## config.mk

```make
export PLATFORM = sky130hd
export DESIGN_NAME = tcam_host_if
export DESIGN_NICKNAME = d
export VERILOG_FILES = /design/src/rtl/tcam_host_if.sv
export SDC_FILE = /design/constraint.sdc
export NUM_CORES = 1
export LEC_CHECK = 0
export BUFFER_PORTS_ARGS = -buffer_cell sky130_fd_sc_hd__buf_2
export CAP_MARGIN = 20
export CELL_PAD_IN_SITES_DETAIL_PLACEMENT = 0
export CELL_PAD_IN_SITES_GLOBAL_PLACEMENT = 1
export CORE_AREA = 2 2 163 117
export CTS_CLUSTER_DIAMETER = 150
export CTS_CLUSTER_SIZE = 14
export DETAILED_ROUTE_END_ITERATION = 6
export DIE_AREA = 0 0 165 119
export MAX_ROUTING_LAYER = met4
export PLACE_DENSITY = 0.95
export SKIP_CTS_REPAIR_TIMING = 1
export SLEW_MARGIN = 15
export SYNTH_ARGS = -nofsm -noshare
export SYNTH_HDL_FRONTEND = slang
export SYNTH_SLANG_ARGS = --single-unit
```

## constraint.sdc

```tcl
create_clock -name clk -period 10.1 [get_ports clk]
set_input_delay 0.505 -clock clk [delete_from_list [all_inputs] [get_ports clk]]
set_output_delay 0.505 -clock clk [all_outputs]
set_load 0.02 [all_outputs]
```

## src/rtl/tcam_host_if.sv

```systemverilog
// Host-side command/response initiator for a 16-entry ternary CAM.
// Define WRITE_ACK_EN to have writes return an acknowledge response.
module tcam_host_if #(
  parameter int DW         = 16,
  parameter int AW         = 4,
  parameter int FIFO_DEPTH = 4,
  parameter int SEARCH_LAT = 1
) (
  input  logic          clk,
  input  logic          rst,
  input  logic          cmd_valid,
  output logic          cmd_ready,
  input  logic          cmd_op,
  input  logic [AW-1:0] cmd_addr,
  input  logic [DW-1:0] cmd_value,
  input  logic [DW-1:0] cmd_care,
  output logic          rsp_valid,
  input  logic          rsp_ready,
  output logic          rsp_op,
  output logic          rsp_found,
  output logic [AW-1:0] rsp_addr,
  output logic [DW-1:0] rsp_value,
  output logic [DW-1:0] rsp_care,
  output logic          t_we,
  output logic [AW-1:0] t_waddr,
  output logic [DW-1:0] t_value,
  output logic [DW-1:0] t_care,
  output logic          t_search,
  input  logic          t_found,
  input  logic [AW-1:0] t_saddr,
  input  logic [DW-1:0] t_svalue,
  input  logic [DW-1:0] t_scare,
  output logic          busy
);

  localparam int PW = $clog2(FIFO_DEPTH);
  localparam int EW = 1 + AW + 2 * DW;
  localparam int CW = $clog2(SEARCH_LAT + 1);

  typedef enum logic [1:0] {
    IDLE,
    WRITE,
    SEARCH,
    RESP
  } state_t;

  state_t        state;
  state_t        state_d;
  logic [EW-1:0] mem [FIFO_DEPTH];
  logic [PW:0]   wp;
  logic [PW:0]   rp;
  logic [EW-1:0] head;
  logic [CW-1:0] cnt;
  logic          full;
  logic          empty;
  logic          push;
  logic          pop;
  logic          last;
  logic          cap;
  logic          wdone;
  logic          ack;

  assign empty = (wp == rp);
  assign full  = (wp[PW] != rp[PW]) && (wp[PW-1:0] == rp[PW-1:0]);
  assign cmd_ready = !rst && !full;
  assign push  = cmd_valid && cmd_ready;
  assign head  = mem[rp[PW-1:0]];
  assign last  = (cnt == CW'(SEARCH_LAT - 1));
  assign busy  = !empty || (state != IDLE);

  always_comb begin
    state_d = state;
    pop     = 1'b0;
    cap     = 1'b0;
    wdone   = 1'b0;
    ack     = 1'b0;
    unique case (state)
      IDLE: begin
        if (!empty) begin
          pop     = 1'b1;
          state_d = head[EW-1] ? SEARCH : WRITE;
        end
      end
      WRITE: begin
        wdone = 1'b1;
`ifdef WRITE_ACK_EN
        state_d = RESP;
`else
        state_d = IDLE;
`endif
      end
      SEARCH: begin
        if (last) begin
          cap     = 1'b1;
          state_d = RESP;
        end
      end
      RESP: begin
        if (rsp_ready) begin
          ack     = 1'b1;
          state_d = IDLE;
        end
      end
      default: state_d = IDLE;
    endcase
  end

  always_ff @(posedge clk or posedge rst) begin
    if (rst) state <= IDLE;
    else     state <= state_d;
  end

  // a push into a full FIFO is refused even when a pop happens alongside
  always_ff @(posedge clk or posedge rst) begin
    if (rst) begin
      wp <= '0;
      rp <= '0;
    end else begin
      if (push) wp <= wp + 1'b1;
      if (pop)  rp <= rp + 1'b1;
    end
  end

  always_ff @(posedge clk) begin
    if (push) mem[wp[PW-1:0]] <= {cmd_op, cmd_addr, cmd_value, cmd_care};
  end

  always_ff @(posedge clk or posedge rst) begin
    if (rst) begin
      t_we      <= 1'b0;
      t_search  <= 1'b0;
      t_waddr   <= '0;
      t_value   <= '0;
      t_care    <= '0;
      cnt       <= '0;
      rsp_valid <= 1'b0;
      rsp_op    <= 1'b0;
      rsp_found <= 1'b0;
      rsp_addr  <= '0;
      rsp_value <= '0;
      rsp_care  <= '0;
    end else begin
      if (pop) begin
        t_we     <= !head[EW-1];
        t_search <= head[EW-1];
        t_waddr  <= head[EW-2 -: AW];
        t_value  <= head[2*DW-1 -: DW];
        t_care   <= head[DW-1:0];
        cnt      <= '0;
      end else begin
        if (wdone) t_we <= 1'b0;
        if (state == SEARCH) begin
          if (last) t_search <= 1'b0;
          else      cnt <= cnt + CW'(1);
        end
      end
      // a miss returns zeroed fields, not whatever the TCAM drives
      if (cap) begin
        rsp_valid <= 1'b1;
        rsp_op    <= 1'b1;
        rsp_found <= t_found;
        rsp_addr  <= t_found ? t_saddr : '0;
        rsp_value <= t_found ? t_svalue : '0;
        rsp_care  <= t_found ? t_scare : '0;
      end
`ifdef WRITE_ACK_EN
      if (wdone) begin
        rsp_valid <= 1'b1;
        rsp_op    <= 1'b0;
        rsp_found <= 1'b0;
        rsp_addr  <= t_waddr;
        rsp_value <= t_value;
        rsp_care  <= t_care;
      end
`endif
      if (ack) rsp_valid <= 1'b0;
    end
  end

endmodule

```

==> results by group, run 1 <==
Power and ir drop
  – Peak supply drop: 0.1643 mV
  – Pwr dens: approximately 310 mW/mm^2
  – Lkg Pwr: 4.167 nW

Clock network
  – TritonCTS buffer count: 20
  – Later-pin clock latency in the skew report: ~0.50 ns
  – Reg clk slew, reported paths: approximately 0.07 ns
  – Clock sinks: between 200 and 250
  – TritonCTS clock tree: built
  – Root Driver: clkbuf_16
  – Deepest clock path buffer count: 3
  – CTS HTree Levels: 1

Logic synthesis
  – Number of synthesized register bits: 233
  – Syn_nets: 580
  – Post-synth top area share: roughly 50%
  – Mapped Area: 0.008910 mm^2
  – Post-synth top area cell: edfxtp_1
  – YS warnings: 0
  – Mean Syn Cell Area: 17.93 um^2
  – Post-Synthesis Cells: a little under 500
  – Netlist cell types: 33
  – Post-synthesis sequential area ratio: 73.75%
  – Dominant cells by area after synthesis: edfxtp_1 50%, dfrtp_1 24%, mux4_2 8.6%

Setup path
  – Top delay family on crit path: flip-flops
  – Buf/Inv on CP: 0
  – CP Data Arrival Time: 3.18 ns
  – Critical path launch point type: flop
  – Setup crit end kind: flop
  – Crit Path Category: reg2reg
  – Worst path slowest cell: dfrtp_2
  – Req. time, crit path: 10.21 ns
  – Max incr delay on CP: 1.01 ns
  – R2r setup slk: 7.03 ns
  – Critical-path cell list: xnor2_1, a31oi_1, and2_2
  – Worst Path Max Fanout: 41

Detailed routing
  – Vias per cell: 5.185
  – Routed len/inst: ~19 um
  – Remaining design rule violation count: 0
  – DRT antenna net count: 0
  – DR iter-0 viols: 378
  – First drt pass iteration count: 4
  – Total number of vias: 4713
  – Final wirelength: 16990 um

STA
  – Slew Viols, Final: 0
  – Setup Viol. Count Final: 0
  – Final worst-path cycle share: 30.36%
  – Worst slew pin tran: 0.9711 ns
  – F_max: 326.1 MHz
  – Final WS setup: 7.034 ns
  – Min Tclk post-route: roughly 3 ns
  – Clk_skew: 0.01801 ns
  – Unrepaired setup endpoints after global routing: no
  – Setup TNS: 0 ns
  – Slew HR: 35.26%
  – Final hold vios: 0

Placement
  – GPL Wtd Cong: between 0.7 and 0.8
  – Post-placement setup slack: 6.988 ns
  – PortBufs: 156
  – Detailed Place HPWL: about 11000 um
  – Placed cells: roughly 870

Global routing
  – Initial antenna violation count: 1
  – Global-route wire length before repair: about 27000 um
  – Total Routing Usage GR: between 10% and 20%
  – Number of global-route vias before repair: 4967
  – Pin count of the biggest net entering global routing: 86
  – Global route overflow: 0

Worst hold path
  – Hold Crit Class: in2async

Cells and area
  – Final nets: 736
  – Commonest cells after routing, fill and taps aside: 156 x buf_2, 148 x edfxtp_1, 83 x dfrtp_1, 82 x nand2_1, 36 x o21ai_0
  – Layout cell share with drive strength beyond 1: 39.79%
  – FILL cells: 1364
  – Leading cell type in the layout, fill and taps excluded: buf_2
  – Storage element area: 0.006574 mm^2
  – Area occupied by multi-input gates: 0.002190 mm^2
  – Non-Filler Instances: 909
  – P&R area growth vs syn: 17.57%

Floorplanning
  – Die ar.: 0.01964 mm^2
  – FP Rows: 42
  – Core box area: 0.01834 mm^2
  – Initial Utilization: about half
  – Ports: 157
  – Vert. Die Dim: 119 um
  – Die Wd: 165 um

Status
  – Status: completed

Flow run
  – Max-cap violations: 0
path summary, 6_finish.rpt:
| check | from | endpoint | depth (start not counted) |
|---|---|---|---|
| worst max-delay path | rp[1] | mem[1][8] | 3 |
| worst min-delay path | rst | rp[2] | 2 |
| worst max register to register | rp[1] | mem[1][8] | 3 |
| worst min register to register | rsp_op | rsp_op | 1 |
| max in group asynchronous | rst | rp[1] | 2 |
| min in group clk | cmd_addr[1] | mem[3][33] | 1 |
per-layer routing:
metal	vias to the layer above	wire length (um)	track usage, %
li1	2173	-	-
met1	2368	7588	25.01
met2	150	8123	28.57
met3	22	972	3.204
met4	0	301	4.022
met5	-	0	-
area by class of cell:
type	instances	area share (%)
antenna	1	0.02389
clock buffer	33	5.244
clock inverter	2	0.2150
inverter	7	0.2986
multi-input combinational	232	20.90
sequential	233	62.76
tap	242	2.891
timing repair buffer	159	7.668
report_power, final:
group / total (W) / internal, W / switching, W
Sequential: 0.00142 / 0.00127 / 0.000152
Clock: 0.000694 / 0.000374 / 0.000321
Combinational: 0.00115 / 0.000517 / 0.000631
Total: 0.00326 / 0.00216 / 0.00110
kinds of logic after synthesis:
| logic type | Yosys count | synth area share (%) |
|---|---|---|
| and+or+nand+nor | 95 | 4.255 |
| muxes | 76 | 15.25 |
| AOI/OAI and AO/OA | 46 | 2.963 |
| DFF | 233 | 73.75 |
| adders and majority gates | 5 | 0.7021 |
| buffers and inverters | 32 | 2.008 |
| xor gates and xnor gates | 10 | 1.067 |
synth_stat cells, drive strengths merged:
| library cell | number |
|---|---|
| edfxtp | 148 |
| dfrtp | 85 |
| nand2 | 82 |
| mux2 | 39 |
| mux4 | 37 |
| o21ai | 36 |
| clkbuf | 13 |
| buf | 12 |
| inv | 7 |
| ha | 5 |
| xnor2 | 5 |
| xor2 | 5 |
| nand2b | 4 |
| nor3 | 3 |
| a31oi | 2 |
| and2 | 2 |
| nor2 | 2 |
| o31ai | 2 |
| a21boi | 1 |
| a311o | 1 |
| nand3 | 1 |
| o221ai | 1 |
| o311a | 1 |
| o311ai | 1 |
| o41a | 1 |
| or2 | 1 |
through the flow:
step           util (%)  hold WS [ns]  total power [W]  cell area [um^2]
6_report          57.12        0.1941         0.003261             10480
5_1_grt           57.12        0.2117         0.003445             10480
4_1_cts           57.06        0.2010         0.003297             10470
3_5_place_dp      53.94        0.4583         0.002596              9893
3_3_place_gp      53.94        0.4523         0.002542              9893
2_1_floorplan         -        0.4982         0.002273              8910
worst reg2reg max path: stages (launching register included):
cell and delay [ns]:
dfrtp_2 1.01, xnor2_1 0.35, a31oi_1 0.44, and2_2 0.87
state kept, by name, indices dropped and copies added (netlist names), 2 cells and up:
name / flops
wp: 3
t_value: 16
t_care: 16
rsp_value: 16
rsp_care: 16
rp: 3
state: 2
mem: 148
rsp_addr: 4
t_waddr: 4
No activity file was read; power rests on OpenSTA's default activity.
==> run 2: changes to the inputs <==
- CORE_AREA: 2 2 163 117 -> 2 2 178 127
- DIE_AREA: 0 0 165 119 -> 0 0 180 129
- PLACE_DENSITY: 0.95 -> 0.86
- clock period: 10.1 -> 2.7 ns (I/O delays scaled with it)
==> run 2 against run 1 <==
  * Clock skew fell by 0.0072 ns
  * Combinational power rose to 4.0 times the previous value
  * Count of clock-buffer cells in the layout increased by 2
  * Critical path depth rose by 1
  * Final area increased by 8.9%
  * Largest cell class unchanged
  * Sequential cell count stayed put
  * Die area increased by 18%
  * Clock power grew to 3.8 times the previous value
  * Global-route usage down 2.0 points
  * Final cell count is 14% higher
==> results by group, run 2 (synthesized netlist as in run 1, its figures left out) <==
Detailed routing
  – DR iter-0 viols: 330 (was 378)
  – First drt pass iteration count: 4 (unchanged)
  – Wl on met1: 8042 um (was 7588 um)
  – Vias per cell: 4.993 (was 5.185)
  – Highest routed layer: met4 (unchanged)
  – Routed len/inst: 18.05 um (was 18.69 um)
  – Met2 routed WL: 9419 um (was 8123 um)
  – Remaining design rule violation count: 0 (unchanged)
  – Final wirelength: 18700 um (was 16990 um)
  – Routed length on met3: 858 um (was 972 um)
  – Total number of vias: 5173 (was 4713)
  – DRT antenna net count: 0 (unchanged)

Clock network
  – CTS HTree Levels: 1 (unchanged)
  – TritonCTS clock tree: built (unchanged)
  – Deepest clock path buffer count: 3 (unchanged)
  – Clock sinks: 233 (unchanged)
  – Later-pin clock latency in the skew report: 0.49 ns (was 0.50 ns)
  – Root Driver: clkbuf_16 (unchanged)
  – Reg clk slew, reported paths: 0.07 ns (about the same)
  – TritonCTS buffer count: 20 (unchanged)

Setup path
  – Critical path launch point type: flop (unchanged)
  – Crit Path Category: reg2out (was reg2reg)
  – Setup crit end kind: output port (was flop)
  – Worst Path Max Fanout: 15 (was 41)
  – Req. time, crit path: 2.57 ns (was 10.21 ns)
  – CP Data Arrival Time: 2.09 ns (was 3.18 ns)

Global routing
  – Global-route wire length before repair: 28380 um (was 26630 um)
  – Global route overflow: 0 (unchanged)
  – Pin count of the biggest net entering global routing: 59 (was 86)
  – Initial antenna violation count: 1 (unchanged)
  – Total Routing Usage GR: 16.08% (was 18.08%)
  – Number of global-route vias before repair: 5101 (was 4967)

Floorplanning
  – Initial Utilization: 41.53% (was 48.58%)
  – Die ar.: 0.02322 mm^2 (was 0.01964 mm^2)
  – Die Wd: 180 um (was 165 um)
  – Core box area: 0.02145 mm^2 (was 0.01834 mm^2)
  – FP Rows: 45 (was 42)
  – Ports: 157 (unchanged)
  – Vert. Die Dim: 129 um (was 119 um)

Power and ir drop
  – Lkg Pwr: 4.540 nW (was 4.167 nW)
  – Pwr dens: 1098 mW/mm^2 (was 311.3 mW/mm^2)
  – Peak supply drop: 0.6412 mV (was 0.1643 mV)
  – Total Power: 0.01253 W (was 0.003261 W)

Worst hold path
  – Hold Crit Class: in2reg (was in2async)

STA
  – Slew Viols, Final: 0 (unchanged)
  – Min Tclk post-route: between 2 and 2.5 ns
  – Setup TNS: 0 ns (unchanged)
  – Final hold vios: 0 (unchanged)
  – Unrepaired setup endpoints after global routing: no (unchanged)
  – Final worst-path cycle share: 82.46%
  – F_max: 449.2 MHz
  – Clk_skew: 0.01084 ns (was 0.01801 ns)
  – Slew HR: 41.77% (was 35.26%)
  – Final WS setup: 0.4736 ns (was 7.034 ns)
  – Setup Viol. Count Final: 0 (unchanged)
  – Worst slew pin tran: 0.8734 ns (was 0.9711 ns)

Cells and area
  – Commonest cells after routing, fill and taps aside: 156 x buf_2, 148 x edfxtp_1, 83 x dfrtp_1, 82 x nand2_1, 75 x dlygate4sd3_1 (was 156 x buf_2, 148 x edfxtp_1, 83 x dfrtp_1, 82 x nand2_1, 36 x o21ai_0)
  – Final nets: 820 (was 736)
  – FILL cells: 1718 (was 1364)
  – Layout cell share with drive strength beyond 1: 36.48% (was 39.79%)
  – Post-layout util: 53.20% (was 57.12%)
  – P&R area growth vs syn: 28.09% (was 17.57%)
  – Leading cell type in the layout, fill and taps excluded: buf_2 (unchanged)
  – Non-Filler Instances: 1036 (was 909)
  – Max reg flops: 148 (unchanged)

Placement
  – Detailed Place HPWL: 11780 um (was 11000 um)
  – Post-placement setup slack: 0.5686 ns (was 6.988 ns)
  – Placed cells: 922 (was 873)
  – GPL Wtd Cong: 0.7476 (was 0.7632)
  – PortBufs: 156 (unchanged)

Flow run
  – Max-cap violations: 0 (unchanged)

Status
  – Status: completed (unchanged)
run 2: through the flow:
step / hold slack (ns) / area [um^2]
2_1_floorplan: 0.2339 / 8921
3_3_place_gp: 0.3271 / 10070
3_5_place_dp: 0.3488 / 10070
4_1_cts: -0.1723 / 10650
5_1_grt: 0.1674 / 11410
6_report: 0.1552 / 11410
run 2: layout make-up:
class	instances	area, um^2	area share [%]
Antenna cell	3	7.507	0.06578
Timing Repair Buffer	243	1672	14.65
Multi-Input combinational cell	232	2191	19.20
Clock buffer	35	578.1	5.065
Sequential cell	233	6576	57.63
Inverter	7	28.78	0.2522
Tap cell	282	352.8	3.092
Clock inverter	1	6.256	0.05482
run 2: worst paths after layout:
check,endpoint,startpoint,slack (ns),cells after the start
min,wp[0],cmd_valid,0.16,4
min in group asynchronous,t_value[14],rst,0.38,3
min reg2reg,rsp_op,rsp_op,0.47,1
max reg2reg,mem[1][7],rp[0],0.56,4
max,cmd_ready,rp[0],0.47,4
max in group asynchronous,rsp_value[6],rst,1.60,4
run 2: critical path, stage by stage, from the launching register on:
cell and delay (ns):
dfrtp_4 0.62, xor2_1 0.26, nor3_1 0.45, nor2_1 0.08, buf_2 0.18
run 2: per-layer routing:
layer / track usage (%) / vias up
li1: - / 2348
met1: 21.38 / 2653
met2: 25.94 / 138
met3: 3.029 / 34
met4: 3.969 / 0
met5: - / -
run 2: report_power, final:
group          total (W)  switching, W  internal, W
logic            0.00457       0.00249      0.00209
clock network    0.00267       0.00121      0.00145
registers        0.00529      0.000544      0.00474
total             0.0125       0.00424      0.00828
